<file path="config.mk">
export PLATFORM = sky130hd
export DESIGN_NAME = dmem_requester
export DESIGN_NICKNAME = d
export VERILOG_FILES = /design/src/rtl/dmem_requester.sv
export SDC_FILE = /design/constraint.sdc
export NUM_CORES = 1
export LEC_CHECK = 0
export BUFFER_PORTS_ARGS = -buffer_cell sky130_fd_sc_hd__buf_2
export CORE_MARGIN = 10
export CORE_UTILIZATION = 43
export CTS_BUF_LIST = sky130_fd_sc_hd__clkbuf_4 sky130_fd_sc_hd__clkbuf_8 sky130_fd_sc_hd__clkbuf_16
export DETAILED_ROUTE_END_ITERATION = 10
export PLACE_DENSITY_LB_ADDON = 0.05
export SLEW_MARGIN = 15
export SYNTH_ARGS = -nofsm -noshare
export SYNTH_HDL_FRONTEND = slang
export SYNTH_SLANG_ARGS = --single-unit
export TNS_END_PERCENT = 20
</file>
<file path="constraint.sdc">
create_clock -name clk -period 5.8 [get_ports clk]
set_input_delay 0.29 -clock clk [delete_from_list [all_inputs] [get_ports clk]]
set_output_delay 0.29 -clock clk [all_outputs]
set_load 0.005 [all_outputs]
</file>
<file path="src/rtl/dmem_requester.sv">
// Load/store requester: turns one pipeline memory request into a single aligned
// 64-bit memory access, with byte lanes, load extension and activity counters.
module dmem_requester #(
   parameter int DMEM_ADDRESS_WIDTH = 20
) (
   input  logic                          clk,
   input  logic                          reset,
   input  logic                          req_valid,
   input  logic                          req_write,
   input  logic [DMEM_ADDRESS_WIDTH-1:0] req_addr,
   input  logic [1:0]                    req_size,
   input  logic                          req_signed,
   input  logic [63:0]                   req_wdata,
   output logic                          stall,
   output logic                          rsp_valid,
   output logic [63:0]                   rsp_rdata,
   output logic                          misalign_err,
   output logic [DMEM_ADDRESS_WIDTH-1:0] address,
   output logic [63:0]                   data_in,
   output logic [7:0]                    bytemask,
   output logic                          write,
   output logic                          start_access,
   input  logic                          access_done,
   input  logic [63:0]                   data_out,
   output logic [31:0]                   access_count,
   output logic [31:0]                   busy_cycles,
   output logic [1:0]                    dbg_state
);

   typedef enum logic [1:0] {IDLE = 2'd0, BUSY = 2'd1, RESP = 2'd2} state_e;

   state_e                        state_q, state_d;
   logic [DMEM_ADDRESS_WIDTH-1:0] addr_q, addr_d;
   logic [1:0]                    size_q, size_d;
   logic                          write_q, write_d;
   logic                          signed_q, signed_d;
   logic [63:0]                   wdata_q, wdata_d;
   logic [63:0]                   rdata_q, rdata_d;
   logic [31:0]                   count_q, count_d;
   logic [31:0]                   busy_q, busy_d;

   logic       aligned;
   logic [2:0] offset;
   logic [7:0] size_mask;
   logic [63:0] shifted;
   logic       in_busy;
   logic       in_resp;

   always_comb begin
      case (req_size)
         2'd0:    aligned = 1'b1;
         2'd1:    aligned = ~req_addr[0];
         2'd2:    aligned = (req_addr[1:0] == 2'b00);
         default: aligned = (req_addr[2:0] == 3'b000);
      endcase
   end

   always_comb begin
      state_d      = state_q;
      addr_d       = addr_q;
      size_d       = size_q;
      write_d      = write_q;
      signed_d     = signed_q;
      wdata_d      = wdata_q;
      rdata_d      = rdata_q;
      count_d      = count_q;
      busy_d       = busy_q;
      stall        = 1'b0;
      rsp_valid    = 1'b0;
      misalign_err = 1'b0;
      case (state_q)
         IDLE: begin
            if (req_valid) begin
               if (aligned) begin
                  addr_d   = req_addr;
                  size_d   = req_size;
                  write_d  = req_write;
                  signed_d = req_signed;
                  wdata_d  = req_wdata;
                  stall    = 1'b1;
                  state_d  = BUSY;
               end else begin
                  misalign_err = 1'b1;
                  rsp_valid    = 1'b1;
               end
            end
         end
         BUSY: begin
            stall  = 1'b1;
            busy_d = busy_q + 32'd1;
            if (access_done) begin
               rdata_d = data_out;
               count_d = count_q + 32'd1;
               state_d = RESP;
            end
         end
         RESP: begin
            rsp_valid = 1'b1;
            state_d   = IDLE;
         end
         default: state_d = IDLE;
      endcase
      // Reset overrides whatever the current state would present this cycle.
      if (reset) begin
         stall        = 1'b0;
         rsp_valid    = 1'b0;
         misalign_err = 1'b0;
      end
   end

   // Command and response paths read only latched request state.
   always_comb begin
      in_busy = (state_q == BUSY) && !reset;
      in_resp = (state_q == RESP) && !reset;
      offset  = addr_q[2:0];
      case (size_q)
         2'd0:    size_mask = 8'h01;
         2'd1:    size_mask = 8'h03;
         2'd2:    size_mask = 8'h0F;
         default: size_mask = 8'hFF;
      endcase
      shifted      = rdata_q >> {offset, 3'b000};
      start_access = in_busy;
      write        = in_busy & write_q;
      address      = in_busy ? {addr_q[DMEM_ADDRESS_WIDTH-1:3], 3'b000} : '0;
      data_in      = in_busy ? (wdata_q << {offset, 3'b000}) : 64'd0;
      bytemask     = in_busy ? (size_mask << offset) : 8'd0;
      rsp_rdata    = 64'd0;
      if (in_resp && !write_q) begin
         case (size_q)
            2'd0:    rsp_rdata = {{56{signed_q & shifted[7]}},  shifted[7:0]};
            2'd1:    rsp_rdata = {{48{signed_q & shifted[15]}}, shifted[15:0]};
            2'd2:    rsp_rdata = {{32{signed_q & shifted[31]}}, shifted[31:0]};
            default: rsp_rdata = shifted;
         endcase
      end
   end

   always_ff @(posedge clk) begin
      if (reset) begin
         state_q  <= IDLE;
         addr_q   <= '0;
         size_q   <= 2'd0;
         write_q  <= 1'b0;
         signed_q <= 1'b0;
         wdata_q  <= 64'd0;
         rdata_q  <= 64'd0;
         count_q  <= 32'd0;
         busy_q   <= 32'd0;
      end else begin
         state_q  <= state_d;
         addr_q   <= addr_d;
         size_q   <= size_d;
         write_q  <= write_d;
         signed_q <= signed_d;
         wdata_q  <= wdata_d;
         rdata_q  <= rdata_d;
         count_q  <= count_d;
         busy_q   <= busy_d;
      end
   end

   assign access_count = count_q;
   assign busy_cycles  = busy_q;
   assign dbg_state    = state_q;

endmodule

</file>
# Word-level counts from Yosys, hierarchy flattened
# Index checks and enable logic that the tools add are counted.
dict set report word_totals {
  register_bits 218
  in_bits 156
  out_inout_bits 227
  elab_cells 62
}
dict set report op_classes {
  addsub 2
  n_eq_ne 9
  n_shift 3
  n_mux 21
  n_bitwise 5
  reduce_logical 13
}
# cell count
set op_table {}
lappend op_table {{64-bit one-hot mux with 3 select lines} 1}
lappend op_table {{64-bit two-way mux} 2}
lappend op_table {{32-bit by 1-bit adder with 32-bit output (second input constant)} 2}
lappend op_table {{64-bit by 6-bit << shifter with 64-bit output} 1}
lappend op_table {{64-bit by 6-bit >> shifter with 64-bit output} 1}
lappend op_table {{8-bit one-hot mux with 3 select lines} 1}
lappend op_table {{20-bit two-way mux} 1}
lappend op_table {{2-bit zero test} 4}
lappend op_table {{1-bit two-way mux} 8}
lappend op_table {{8-bit two-way mux} 1}
lappend op_table {{8-bit by 3-bit << shifter with 8-bit output} 1}
lappend op_table {{2-bit by 1-bit == test with 1-bit output (second input constant)} 3}
lappend op_table {{2-bit == test (second input constant)} 3}
lappend op_table {{2-bit two-way mux} 3}
lappend op_table {{2-bit != test (second input constant)} 3}
lappend op_table {{3-bit AND reduction} 2}
lappend op_table {{1-bit bitwise AND} 4}
lappend op_table {{1-bit one-hot mux with 2 select lines} 2}
lappend op_table {{2-bit one-hot mux with 2 select lines} 1}
lappend op_table {{1-bit logical AND} 3}
lappend op_table {{3-bit zero test} 1}
lappend op_table {{1-bit one-hot mux with 3 select lines} 1}
lappend op_table {{1-bit zero test} 2}
lappend op_table {{2-bit AND reduction} 1}
lappend op_table {{1-bit inverter} 1}

# Depth between registers and ports, before layout
dict set report logic_depth {
  depth_word 6
  depth_mapped 9
  mapped_depth_nobuf 6
}

# Worst setup path after synthesis
# OpenSTA, ideal clock, no wires.
dict set report synth_timing {
  path_kind {reg-to-output}
  startpoint {reg addr_q[2]}
  endpoint {out rsp_rdata[32]}
  arrival_ns 2.388
  t_required_ns 5.510
  slack_ns 3.122
  path_stages_with_launch 9
  n_path_buf 4
  cell_sequence {dfxtp_1 -> clkbuf_1 -> mux4_2 -> or4b_1 -> buf_2 -> or2_1 -> buf_2 -> buf_6 -> a21oi_2}
}
dict set report synth_via {
  elab_chain_cells 4
  word_cells_on_any_way 6
  cone_classes {shift (1); mux (2); bitwise (3)}
}
# element line_no
set synth_lines {}
lappend synth_lines {{start, declared} 33} ;# logic [DMEM_ADDRESS_WIDTH-1:0] addr_q, addr_d;
lappend synth_lines {{start signal, assigned} 152} ;# addr_q <= addr_d;
lappend synth_lines {{64-bit by 6-bit >> shifter with 64-bit output (*)} 122} ;# shifted = rdata_q >> {offset, 3'b000};
lappend synth_lines {{1-bit bitwise AND, on equally long branches} {133, 131, 132}}
lappend synth_lines {{64-bit one-hot mux with 3 select lines (*)} 130} ;# case (size_q)
lappend synth_lines {{64-bit two-way mux (*)} 129} ;# if (in_resp && !write_q) begin
lappend synth_lines {{end, declared} 16} ;# output logic [63:0] rsp_rdata,
# Every way passes the cells marked *; elsewhere a longest branch is shown, timed or not.

# Worst setup path in the final report
dict set report layout_timing {
  startpoint {reg addr_q[1]}
  endpoint {out rsp_rdata[63]}
}
# Same word-level chain as after synthesis.

==> reports/results.tsv <==
stage	metric	value	unit
global_route	globalRouteOverflowTotal	0	
global_route	antenna_found_initial	4	
yosys	ys_seq_area_share	34.06	%
worst_setup_path	reg2reg_slack	3.30	ns
yosys	synth_flop_cell	dfxtp_1	
cts	worstSkewPairLatency	0.54	ns
placed_design	dpl.hpwl	34690	um
worst_setup_path	critical_path.endpoint_type	primary output	
timing	worstMarginPinSlew	1.157	ns
floorplanning	ios	383	
global_route	busiest_layer	met2	
floorplanning	rows	63	
global_route	use_met2	36.57	%
routing	drt_pre_antenna_iters	5	
worst_setup_path	crit_arrival	4.15	ns
timing	setup_viol	0	
placed_design	placed_cell_area	0.01476	sq mm
floorplanning	fp.dieW	192.6	um
power_and_ir_drop	p_leak	6.837	nW
yosys	netlist_area	0.01281	sq mm
yosys	async_flop_share	0	%
layout	fillCellCount	2880	
power_and_ir_drop	power	3.849	mW
floorplanning	chipHeight	192.6	um
worst_setup_path	crit_type	reg -> out	
power_and_ir_drop	vdd.ir_drop.worst	0.0002369	V
timing	final_hold_viol_count	0	
cts	cts_setup_buffers	0	
job	maxCapViolations	0	
layout	layout-drive-gt1-share	25.88	%
worst_setup_path	crit_end	rsp_rdata[63]	
yosys	yosys.area.top_type_share	34.06	%
routing	first_iter_violations	1021	
worst_setup_path	required	5.51	ns
yosys	syn-instance-count	1688	
timing	min_period	4.443	ns
worst_setup_path	cp-startpoint	addr_q[1]$_SDFFE_PP0P_	
global_route	grt_pass1_vias	12680	
hold_path	hold_start	data_out[34]	
worst_setup_path	cp_max_fo	84	
routing	wl_per_cell	19.72	um
layout	fin_nets	2236	
timing	maxSlewHeadroom	22.70	%
yosys	synthTopCellsByArea	dfxtp_1 (34%), nand2_1 (12%), a21oi_1 (9.5%)	
yosys	yosysUniqueCellTypes	60	
global_route	gr-usage-all-layers	24.77	%
timing	setup_tns	0	ns
cts	cts.clk_slew.worst_paths	0.06	ns
cts	htree_num_levels	1	
yosys	synth_edf_count	0	
global_route	grt_util_met3	5.656	%
global_route	grt_start_max_net_pins	128	
floorplanning	start_util	43.35	%
timing	grt_setup_unrepaired	no	
worst_setup_path	reg2regPathDepth	7	
yosys	syn_area_per_cell	7.592	sq um
timing	slew_violations	0	
hold_path	hold_class	in -> reg	
floorplanning	coreArea	0.02956	sq mm
worst_setup_path	reg2reg_from	dbg_state[0]$_SDFFE_PP0P_	
global_route	grt_pass1_wl	73890	um
run_status	run_status	finished clean	
cts	cts_tree	built	
power_and_ir_drop	p_per_area	228.6	mW/mm^2
timing	fmaxAchievable	225.1	MHz
cts	cts_resized	0	
yosys	yosysMostFrequentCell	nand2_1	
worst_setup_path	crit_path_start_kind	flop	
cts	cts.sinks	218	
yosys	synthTopCellsByCount	nand2_1 (403), a21oi_1 (242), dfxtp_1 (218)	
cts	clock_path_buffers	3	
global_route	use_met1	35.09	%
timing	fin_crit_sh	76.61	%
cts	numCtsBuffers	26	
routing	vias_per_cell	5.456	
timing	clock_skew	0.007893	ns
placed_design	gp_congestion	0.9084	
yosys	yosys_register_bits	218	
layout	fin_area	0.01684	sq mm
routing	final_antenna_net_count	0	
routing	vias	13580	
placed_design	portBuffers	379	
routing	totalWireLength	49070	um
cts	cts-root-buf	clkbuf_16	
routing	drcViolationCount	0	
floorplanning	die_area	0.03711	sq mm
timing	hold_ws	0.01298	ns
worst_setup_path	r2r-end	access_count[15]$_SDFFE_PP0P_	
yosys	synth_largest_area_cell	dfxtp_1	
yosys	yosys_warnings	0	
layout	area_delta_synth_final	31.38	%
[power by group]
part / leakage, nW / switching (mW) / internal [mW]
logic: 4.59 / 0.252 / 0.207
clock network: 0.482 / 0.680 / 1.10
registers: 1.77 / 0.0628 / 1.54
[how the worst min path moves through the flow]
stage	end	depth (start not counted)
final	rdata_q[34]$_SDFFE_PP0P_	3
after global routing	rdata_q[6]$_SDFFE_PP0P_	3
after CTS	rdata_q[18]$_SDFFE_PP0P_	3
after detailed placement	addr_q[16]$_SDFFE_PP0P_	2
after global placement	addr_q[16]$_SDFFE_PP0P_	2
after floorplan	dbg_state[1]$_SDFFE_PP0P_	1
[critical path, stage by stage (launching register included)]
cell,delay (ns)
dfxtp_4,0.65
buf_4,0.93
nor2b_1,0.09
buf_4,0.25
o2bb2ai_1,0.20
o2111ai_1,0.22
o211a_1,0.46
buf_4,0.48
a21oi_1,0.13
buf_2,0.18
[registers in the layout, indices dropped and copies added (netlist names)]
name	cells
rdata_q	64
wdata_q	64
access_count	32
busy_cycles	32
addr_q	20
dbg_state	2
size_q	2
signed_q	1
write_q	1
[per-stage QoR]
step	std cells	setup WS [ns]	utilization [%]
2_1_floorplan	1690	3.122	-
3_3_place_gp	2329	2.039	49.93
3_5_place_dp	2329	1.925	49.93
4_1_cts	2488	1.353	56.95
5_1_grt	2489	1.016	56.96
6_report	2489	1.357	56.96
[layout by cell type (no fill, tap or decap), drive strengths merged, types with 5 or more instances in the layout]
master	netlist	final
a211oi	23	23
a21oi	272	272
a2bb2oi	9	9
and2	39	39
and3	16	16
and4	5	5
buf	33	397
clkbuf	115	38
clkinv	1	6
dfxtp	218	218
dlygate4sd3	0	111
inv	12	14
mux2	19	19
mux2i	83	83
mux4	36	36
nand2	403	403
nand2b	9	9
nand3	16	16
nand4	22	22
nor2	144	144
nor2b	25	25
nor3	13	13
nor4	5	5
o21ai	47	47
o22a	8	8
o22ai	10	10
or3	8	8
xnor2	21	21
xor2	32	32
[area by class of cell]
class	instances	area [sq um]	area share, %
well taps	390	488.0	2.898
diodes	1	2.502	0.01486
clock inverters	10	155.1	0.9215
multi-input cells	1311	7811	46.40
clock buffers	38	808.3	4.801
flip-flops and latches	218	4373	25.97
repair buffers	508	3149	18.71
inverters	13	48.80	0.2898
[metal layers]
layer | routed length [um] | vias to the layer above | share of wire (%)
met2 | 21150 | 562 | 43
met1 | 21860 | 6367 | 45
met4 | 1307 | 2 | 2.7
met5 | 13 | - | 0.026
met3 | 4747 | 67 | 9.7
li1 | - | 6582 | -
[kinds of logic (layout without fill, tap and decap cells)]
group / Yosys count / count (layout) / synth area share (%)
muxes: 138 / 138 / 14.48
and+or+nand+nor: 726 / 726 / 24.91
AOI/OAI and AO/OA: 389 / 389 / 17.57
buffers and inverters: 161 / 569 / 5.136
adders and majority gates: 2 / 2 / 0.1952
other: 1 / 4 / 0.02926
DFF: 218 / 218 / 34.06
xor gates and xnor gates: 53 / 53 / 3.622
[timing repair]
action / in CTS / in global routing
hold buffers: 111 / 0
endpoints found under the hold margin: 111 / 0
setup endpoints to repair: 0 / 0
Power figures use the tool's default switching activity.
